===== src/rtl/csr_timer_pkg.sv =====
// Shared CSR definitions for the timer/counter block: CSR numbers, TCFG/TICLR
// field positions and the ESTAT.IS bit the timer interrupt lands on.
package csr_timer_pkg;

  localparam logic [13:0] CSR_TID   = 14'h0040;
  localparam logic [13:0] CSR_TCFG  = 14'h0041;
  localparam logic [13:0] CSR_TVAL  = 14'h0042;
  localparam logic [13:0] CSR_TICLR = 14'h0044;

  localparam int TCFG_EN_BIT       = 0;
  localparam int TCFG_PERIODIC_BIT = 1;
  localparam int TCFG_INITVAL_LSB  = 2;
  localparam int TICLR_CLR_BIT     = 0;
  localparam int ESTAT_IS_TIMER    = 11;

  // Masked CSR write: bits selected by wmask take wvalue, the rest keep old_val.
  function automatic logic [31:0] csr_merge(input logic [31:0] old_val,
                                            input logic [31:0] wmask,
                                            input logic [31:0] wvalue);
    return (wmask & wvalue) | (~wmask & old_val);
  endfunction

endpackage


===== src/rtl/csr_stable_cnt.sv =====
// Free-running 64-bit stable counter behind rdcntvl.w / rdcntvh.w.
// Counts every cycle from reset and wraps silently at 2^64.
module csr_stable_cnt (
  input  logic        clk,
  input  logic        reset,
  output logic [31:0] cnt_lo,
  output logic [31:0] cnt_hi
);

  logic [63:0] cnt_q;

  always_ff @(posedge clk) begin
    if (reset) begin
      cnt_q <= 64'd0;
    end else begin
      cnt_q <= cnt_q + 64'd1;
    end
  end

  assign cnt_lo = cnt_q[31:0];
  assign cnt_hi = cnt_q[63:32];

endmodule


===== src/rtl/csr_timer.sv =====
// Constant timer (TID/TCFG/TVAL/TICLR) plus stable counter, sharing the CSR
// file's write port; timer_int is the level source for ESTAT.IS[11].
module csr_timer
  import csr_timer_pkg::*;
#(
  parameter int          TIMER_W = 32,
  parameter logic [31:0] CORE_ID = 32'h0
) (
  input  logic        clk,
  input  logic        reset,
  input  logic        csr_we,
  input  logic [13:0] csr_num,
  input  logic [31:0] csr_wmask,
  input  logic [31:0] csr_wvalue,
  output logic        csr_hit,
  output logic [31:0] csr_rvalue,
  output logic        timer_int,
  output logic [31:0] tid,
  output logic [31:0] cnt_lo,
  output logic [31:0] cnt_hi
);

  localparam logic [TIMER_W-1:0] CNT_ONES = '1;
  localparam logic [TIMER_W-1:0] CNT_ONE  = TIMER_W'(1);

  logic               tcfg_en;
  logic               tcfg_periodic;
  logic [TIMER_W-3:0] tcfg_initval;
  logic [TIMER_W-1:0] timer_cnt;
  logic [TIMER_W-1:0] timer_cnt_nxt;
  logic               timer_fire;

  logic sel_tid;
  logic sel_tcfg;
  logic sel_tval;
  logic sel_ticlr;
  logic tid_wr;
  logic tcfg_wr;
  logic ticlr_clr;

  logic [31:0]        tcfg_rd;
  logic [31:0]        tcfg_new;
  logic [31:0]        tval_rd;
  logic [TIMER_W-3:0] new_initval;

  assign sel_tid   = (csr_num == CSR_TID);
  assign sel_tcfg  = (csr_num == CSR_TCFG);
  assign sel_tval  = (csr_num == CSR_TVAL);
  assign sel_ticlr = (csr_num == CSR_TICLR);

  assign tid_wr    = csr_we & sel_tid;
  assign tcfg_wr   = csr_we & sel_tcfg;
  assign ticlr_clr = csr_we & sel_ticlr
                   & csr_wmask[TICLR_CLR_BIT] & csr_wvalue[TICLR_CLR_BIT];

  // TCFG as software sees it; bits at and above TIMER_W read as zero.
  always_comb begin
    tcfg_rd                                   = '0;
    tcfg_rd[TCFG_EN_BIT]                      = tcfg_en;
    tcfg_rd[TCFG_PERIODIC_BIT]                = tcfg_periodic;
    tcfg_rd[TIMER_W-1:TCFG_INITVAL_LSB]       = tcfg_initval;
  end

  always_comb begin
    tval_rd                = '0;
    tval_rd[TIMER_W-1:0]   = timer_cnt;
  end

  assign tcfg_new    = csr_merge(tcfg_rd, csr_wmask, csr_wvalue);
  assign new_initval = tcfg_new[TIMER_W-1:TCFG_INITVAL_LSB];

  // All-ones is the halted state: a one-shot timer parks there after firing.
  always_comb begin
    timer_cnt_nxt = timer_cnt;
    timer_fire    = 1'b0;
    if (tcfg_wr) begin
      timer_cnt_nxt = {new_initval, 2'b00};
    end else if (tcfg_en && (timer_cnt != CNT_ONES)) begin
      if (timer_cnt == '0) begin
        timer_fire    = 1'b1;
        timer_cnt_nxt = tcfg_periodic ? {tcfg_initval, 2'b00} : CNT_ONES;
      end else begin
        timer_cnt_nxt = timer_cnt - CNT_ONE;
      end
    end
  end

  always_ff @(posedge clk) begin
    if (reset) begin
      tcfg_en       <= 1'b0;
      tcfg_periodic <= 1'b0;
      tcfg_initval  <= '0;
      timer_cnt     <= CNT_ONES;
      timer_int     <= 1'b0;
      tid           <= CORE_ID;
    end else begin
      if (tcfg_wr) begin
        tcfg_en       <= tcfg_new[TCFG_EN_BIT];
        tcfg_periodic <= tcfg_new[TCFG_PERIODIC_BIT];
        tcfg_initval  <= new_initval;
      end
      timer_cnt <= timer_cnt_nxt;
      // A fresh expiry wins over a clear landing in the same cycle.
      if (timer_fire) begin
        timer_int <= 1'b1;
      end else if (ticlr_clr) begin
        timer_int <= 1'b0;
      end
      if (tid_wr) begin
        tid <= csr_merge(tid, csr_wmask, csr_wvalue);
      end
    end
  end

  assign csr_hit = sel_tid | sel_tcfg | sel_tval | sel_ticlr;

  // Non-hit numbers return zero so the CSR file can OR this into its own read.
  always_comb begin
    csr_rvalue = '0;
    case (csr_num)
      CSR_TID:  csr_rvalue = tid;
      CSR_TCFG: csr_rvalue = tcfg_rd;
      CSR_TVAL: csr_rvalue = tval_rd;
      default:  csr_rvalue = '0;
    endcase
  end

  csr_stable_cnt u_stable_cnt (
    .clk    (clk),
    .reset  (reset),
    .cnt_lo (cnt_lo),
    .cnt_hi (cnt_hi)
  );

endmodule


===== config.mk =====
export PLATFORM = sky130hd
export DESIGN_NAME = csr_timer
export DESIGN_NICKNAME = d
export VERILOG_FILES = /design/src/rtl/csr_timer_pkg.sv /design/src/rtl/csr_stable_cnt.sv /design/src/rtl/csr_timer.sv
export SDC_FILE = /design/constraint.sdc
export NUM_CORES = 1
export LEC_CHECK = 0
export BUFFER_PORTS_ARGS = -buffer_cell sky130_fd_sc_hd__buf_2
export CORE_MARGIN = 4
export CORE_UTILIZATION = 50
export DETAILED_ROUTE_END_ITERATION = 10
export PLACE_DENSITY = 0.75
export SLEW_MARGIN = 20
export SYNTH_ARGS = -nofsm -noshare
export SYNTH_HDL_FRONTEND = slang
export SYNTH_SLANG_ARGS = --single-unit

===== constraint.sdc =====
create_clock -name clk -period 3.8 [get_ports clk]
set_input_delay 0.19 -clock clk [delete_from_list [all_inputs] [get_ports clk]]
set_output_delay 0.19 -clock clk [all_outputs]
set_load 0.01 [all_outputs]

## Word level (Yosys, flattened, before mapping)

Cells that the tools add are included.
W data, S select, Z words.

| storage, ports and cells | value |
|---|---|
| register bits after elaboration | 161 |
| input port bits | 81 |
| logic and storage cells | 42 |

| cells by class | value |
|---|---|
| eq/ne operators | 5 |
| add/sub/neg operators | 2 |
| bitwise operators | 14 |
| reductions and logical operators | 4 |
| muxes and demuxes | 10 |

Operators with widths:

| cell | count |
|---|---|
| $mux W32 | 4 |
| $and A32 B32 Y32 | 3 |
| $pmux W32 S3 | 1 |
| $add A64 B1 Y64 const B | 1 |
| $or A32 B32 Y32 | 2 |
| $eq A14 B7 Y1 const B | 4 |
| $logic_not A32 Y1 | 1 |
| $ne A32 B32 Y1 const B | 1 |
| $not A32 Y32 | 1 |
| $sub A32 B1 Y32 const B | 1 |
| $and A1 B1 Y1 | 5 |
| $mux W1 | 5 |
| $reduce_bool A2 Y1 | 2 |
| $or A1 B1 Y1 | 3 |
| $logic_and A1 B1 Y1 | 1 |

## Depth between registers and ports, before layout

| depth | value |
|---|---|
| depth in word-level cells | 6 |
| mapped depth | 10 |
| mapped depth without buffers | 8 |

## Hierarchy

A second synthesis with hierarchy kept.

| unflattened totals | value |
|---|---|
| cells, all modules | 1167 |
| area, all modules | 8967.4 µm² |

By module, submodules not included:

| module | cells each | times used | area each (µm²) |
|---|---|---|---|
| csr_timer | 824 | 1 | 6037.0 |
| csr_stable_cnt | 343 | 1 | 2930.3 |

## Worst setup path after synthesis

No wires, ideal clock.

| path | value |
|---|---|
| kind | reg-to-reg |
| start point | register timer_cnt[0] |
| end point | register timer_cnt[22] |
| clock period less this slack | 2.281 ns |
| cell stages (with the launch flop) | 9 |
| data arrival time | 2.159 ns |
| setup slack | 1.519 ns |
| library setup time | 0.122 ns |
| cells stage by stage | dfxtp_1 > ha_1 > nand4_1 > or4_1 > o21ai_2 > nand2_1 > buf_2 > a21o_1 > a221o_1 |

| between the ends | value |
|---|---|
| word-level cells in the longest chain between the ends | 4 |

Ends and longest elaborated chain:

| what | RTL line | RTL |
|---|---|---|
| start: declaration | csr_timer.sv:29 | `logic [TIMER_W-1:0] timer_cnt;` |
| start signal: assignment | csr_timer.sv:102 | `timer_cnt <= timer_cnt_nxt;` |
| $sub A32 B1 Y32 or $logic_not A32 Y1 (tied branches) | csr_timer.sv:83, csr_timer.sv:79 |  |
| $mux W32 | csr_timer.sv:79 | `if (timer_cnt == '0) begin` |
| $mux W32 | csr_timer.sv:78 | `end else if (tcfg_en && (timer_cnt != CNT_ONES)) begin` |
| $mux W32 | csr_timer.sv:76 | `if (tcfg_wr) begin` |

Parallel ways exist; a longest one is shown, timed or not. The select of a mux whose other input is x is not followed.
A chain may end at the register's enable or synchronous reset.

## Final worst setup path

| path | value |
|---|---|
| start point | register timer_cnt[20] |
| end point | register timer_cnt[4] |

| between the ends | value |
|---|---|
| word-level cells in the longest chain between the ends | 4 |

Ends and longest elaborated chain:

| what | RTL line |
|---|---|
| $logic_not A32 Y1 | csr_timer.sv:79 |
| $mux W32 | csr_timer.sv:79 |
| $mux W32 | csr_timer.sv:78 |
| $mux W32 | csr_timer.sv:76 |

Parallel ways exist; a longest one is shown, timed or not. The select of a mux whose other input is x is not followed.

==> results by group <==
Route
  • Vias post-DR: 9140
  • Final antenna-violating net count: 0
  • Per-cell routed wire length: about 17 µm
  • Drt drc: 0
  • Drt total wl: ~26000 µm
  • Vias/cell: approximately 6.0
  • Drt first pass iters: 8
  • 1st-iter DRT viols: about 1100

Timing
  • Worst-Margin Slew: 0.825 ns
  • TNS Setup: 0 ns
  • Crit path time final: about 3.0 ns
  • Slew Limit Fails: 0
  • Fmax: 331 MHz
  • Final setup viols: 0
  • Tcrit/Tclk final: between 70 and 80%
  • Setup Skew: slightly below 0.008 ns
  • RSZ-0062 raised after global routing: no
  • Worst slew margin: ~44%
  • Final Hold Viols: 0

Global routing
  • Pin count of the biggest net entering global routing: between 70 and 80
  • First-pass GRT wire length: 43300 µm
  • Vias in the first global route: approximately 8600
  • Initial antenna violation count: 3
  • GRT Overall Usage: roughly a quarter
  • Grt ovf: 0

Cells and area
  • Nets: between 1000 and 1500
  • Layout area overhead: 20.4%
  • Non-filler cells, final: around 1500
  • Fill count: 1634
  • Post-route cell area: 0.0106 mm²
  • Layout cell share with drive strength beyond 1: roughly 23%

Synth
  • Sequential area share after synthesis: a little over a third
  • Syn nets: approximately 1200
  • Synth area leader: dfxtp_1
  • Post-Syn Instances: approximately 1100
  • Yosys reg bits: 161
  • Post-synth top area share: a little over a third
  • Mean Syn Cell Area: between 7 and 8 µm²
  • Dominant synthesized flop cell: dfxtp_1
  • Ys async rst share: 0%
  • EDFF count, synth: 0
  • Yosys warns: 0
  • Synthesized cell area: around 0.009 mm²
  • Distinct cells, synth: 66
  • Largest cells by area after synthesis: dfxtp_1 37%, nand2_1 6.8%, nor2_1 5.1%

Placement
  • Routability Congestion: 0.986
  • Post-DP HPWL: approximately 19000 µm
  • Placed Area: approximately 0.010 mm²
  • DP Cell Count: around 1500
  • Buffers added on ports: 210

Power and ir drop
  • PD cells: between 300 and 400 mW/mm²
  • Leakage Power: 4.58 nW
  • Worst VDD drop: ~0.31 mV
  • Pwr Total: between 3 and 4 mW

Clock network
  • CTS Buf Count: 17
  • Resize count post-CTS: 0
  • Clk_lat worst skew: 0.43 ns
  • Postcts setup bufs: 0
  • Clock sinks: about 160
  • Longest Clk Path Bufs: 2
  • CTS tree: built
  • H-tree depth: 4
  • Cts hold-fix bufs: 0
  • Clock root cell: clkbuf_16
  • Reg clk slew, reported paths: 0.07 ns

Die
  • Initial core utilization: a little over 50%
  • # IOs: about 210
  • Die area: 0.0198 mm²
  • Core box area: around 0.017 mm²
  • Row count: 48
  • Die Width: about 140 µm
  • Die H: between 100 and 150 µm

Setup path
  • Critical path arrival: 3.31 ns
  • Crit. End Element: flop
  • Kind of critical path: flop to flop
  • Crit path to: timer_cnt[4]
  • Startpoint Class: flop
  • CP Launch Point: timer_cnt[20]
  • Bufs and invs on worst path: 0
  • Crit-path leading delay family: simple AND/OR/NAND/NOR gates
  • Worst reg-to-reg setup slack: just under 0.8 ns
  • CP Cell Sequence: nor4_1 > and4b_1 > nand4_1 > o31ai_1 > and3_1 > a211oi_1
  • Reg-to-Reg Start: timer_cnt[20]
  • R2r endpoint: timer_cnt[4]
  • Critical path depth in cells: 6
  • CP max FO: 13
  • Critical Path RT: around 4.1 ns
  • Worst Reg-to-Reg Cells: 6
  • Max stage delay cell, worst path: nor4_1
  • CP peak stage delay: about 0.76 ns

Worst hold path
  • Hold Path Class: input pin to flop
  • Hold Crit Depth: 3

Job
  • Max cap viols: 0

Run status
  • Status: finished, final reports clean
layout make-up:
cell class              count  area, µm²  share of cell area [%]
diodes                      1       2.50                  0.0236
multi-input cells         840       5100                    48.1
clock buffers              17        425                    4.01
clock inverters            15        206                    1.95
well taps                 225        282                    2.66
flip-flops and latches    161       3220                    30.4
repair buffers            226       1170                    11.1
inverters                  50        188                    1.77
routing by layer:
layer,vias to the layer above,global-route usage [%],wire (µm)
met3,57,7.06,2360
li1,4419,-,-
met1,4269,32.5,11000
met5,-,0,34
met4,6,7.96,501
met2,389,44.3,12600
kinds of logic (layout without fill, tap and decap cells):
| family | after synthesis | count (layout) | synth area share [%] |
|---|---|---|---|
| AO/OA/AOI/OAI | 216 | 216 | 16.9 |
| XOR/XNOR | 58 | 58 | 5.77 |
| buffers and inverters | 123 | 308 | 5.67 |
| adder cells (fa/ha/maj) | 4 | 4 | 0.569 |
| multiplexers | 51 | 51 | 6.08 |
| flip-flops | 161 | 161 | 36.6 |
| AND/OR/NAND/NOR | 511 | 511 | 28.4 |
| other | 0 | 1 | 0 |
how the worst min path moves through the flow:
stage                         startpoint         endpoint  slack (ns)
after floorplan            csr_wvalue[2]  tcfg_initval[0]        0.33
after global placement     csr_wvalue[1]             flop        0.45
after detailed placement   csr_wvalue[1]             flop        0.46
after CTS                  csr_wvalue[1]             flop        0.01
after global routing      csr_wvalue[19]             flop        0.03
final                      csr_wvalue[1]             flop        0.02
cells in the final DEF, fill, tap and decap left out, drive strengths merged, types with 5 or more instances in the layout:
master    netlist  layout
o211ai          5       5
and3           12      12
nand4          31      31
and4           15      15
a221o           6       6
a31oi           5       5
nor2          121     121
mux2           20      20
xor2           24      24
o31ai           7       7
or4             7       7
a22oi           5       5
a21oi          77      77
nor3           23      23
dfxtp         161     161
nand2         159     159
buf            28     226
mux2i          31      31
nand3          83      83
a32oi           6       6
clkbuf         45      17
o21ai          31      31
a222oi         32      32
xnor2          34      34
or3             9       9
inv            49      52
nor4           29      29
clkinvlp        0       5
synthesized netlist by cell type, drive strengths merged (3+ instances only):
cell	count
o211ai	5
o221ai	3
buf	28
nor2	121
mux2i	31
nand4	31
or4	7
inv	49
nor2b	3
nand2	159
clkbuf	45
nor4	29
nor3b	3
xnor2	34
a221o	6
or3	9
nor4b	4
o21bai	4
a21oi	77
a31oi	5
a22oi	5
o21a	3
o31ai	7
a222oi	32
o211a	3
ha	4
dfxtp	161
and4	15
a21o	3
o21ai	31
and3	12
o22ai	4
o32a	4
xor2	24
or2	4
nor3	23
a32oi	6
a211oi	3
nand3	83
a2111oi	3
mux2	20
metrics by stage:
step                      hold slack [ns]  utilization, %  setup WS (ns)
after floorplan                     0.334               -           1.52
after global placement              0.447            57.6           1.07
after detailed placement            0.460            57.6          0.946
after CTS                          0.0131            61.3          0.914
after global routing               0.0306            61.3          0.702
final                              0.0249            61.3          0.776
power breakdown:
part	switching [mW]	total, mW	internal, mW
Sequential	0.00399	1.69	1.69
Clock	0.742	1.85	1.11
Combinational	0.0837	0.140	0.0568
Total	0.830	3.68	2.85
worst min-delay path: cells and delay by family:
| family | cells | cell delay [ns] |
|---|---|---|
| buf+inv | 1 | 0.11 |
| compound gates | 1 | 0.05 |
| simple gates | 1 | 0.06 |
(Power assumes the default switching activity.)
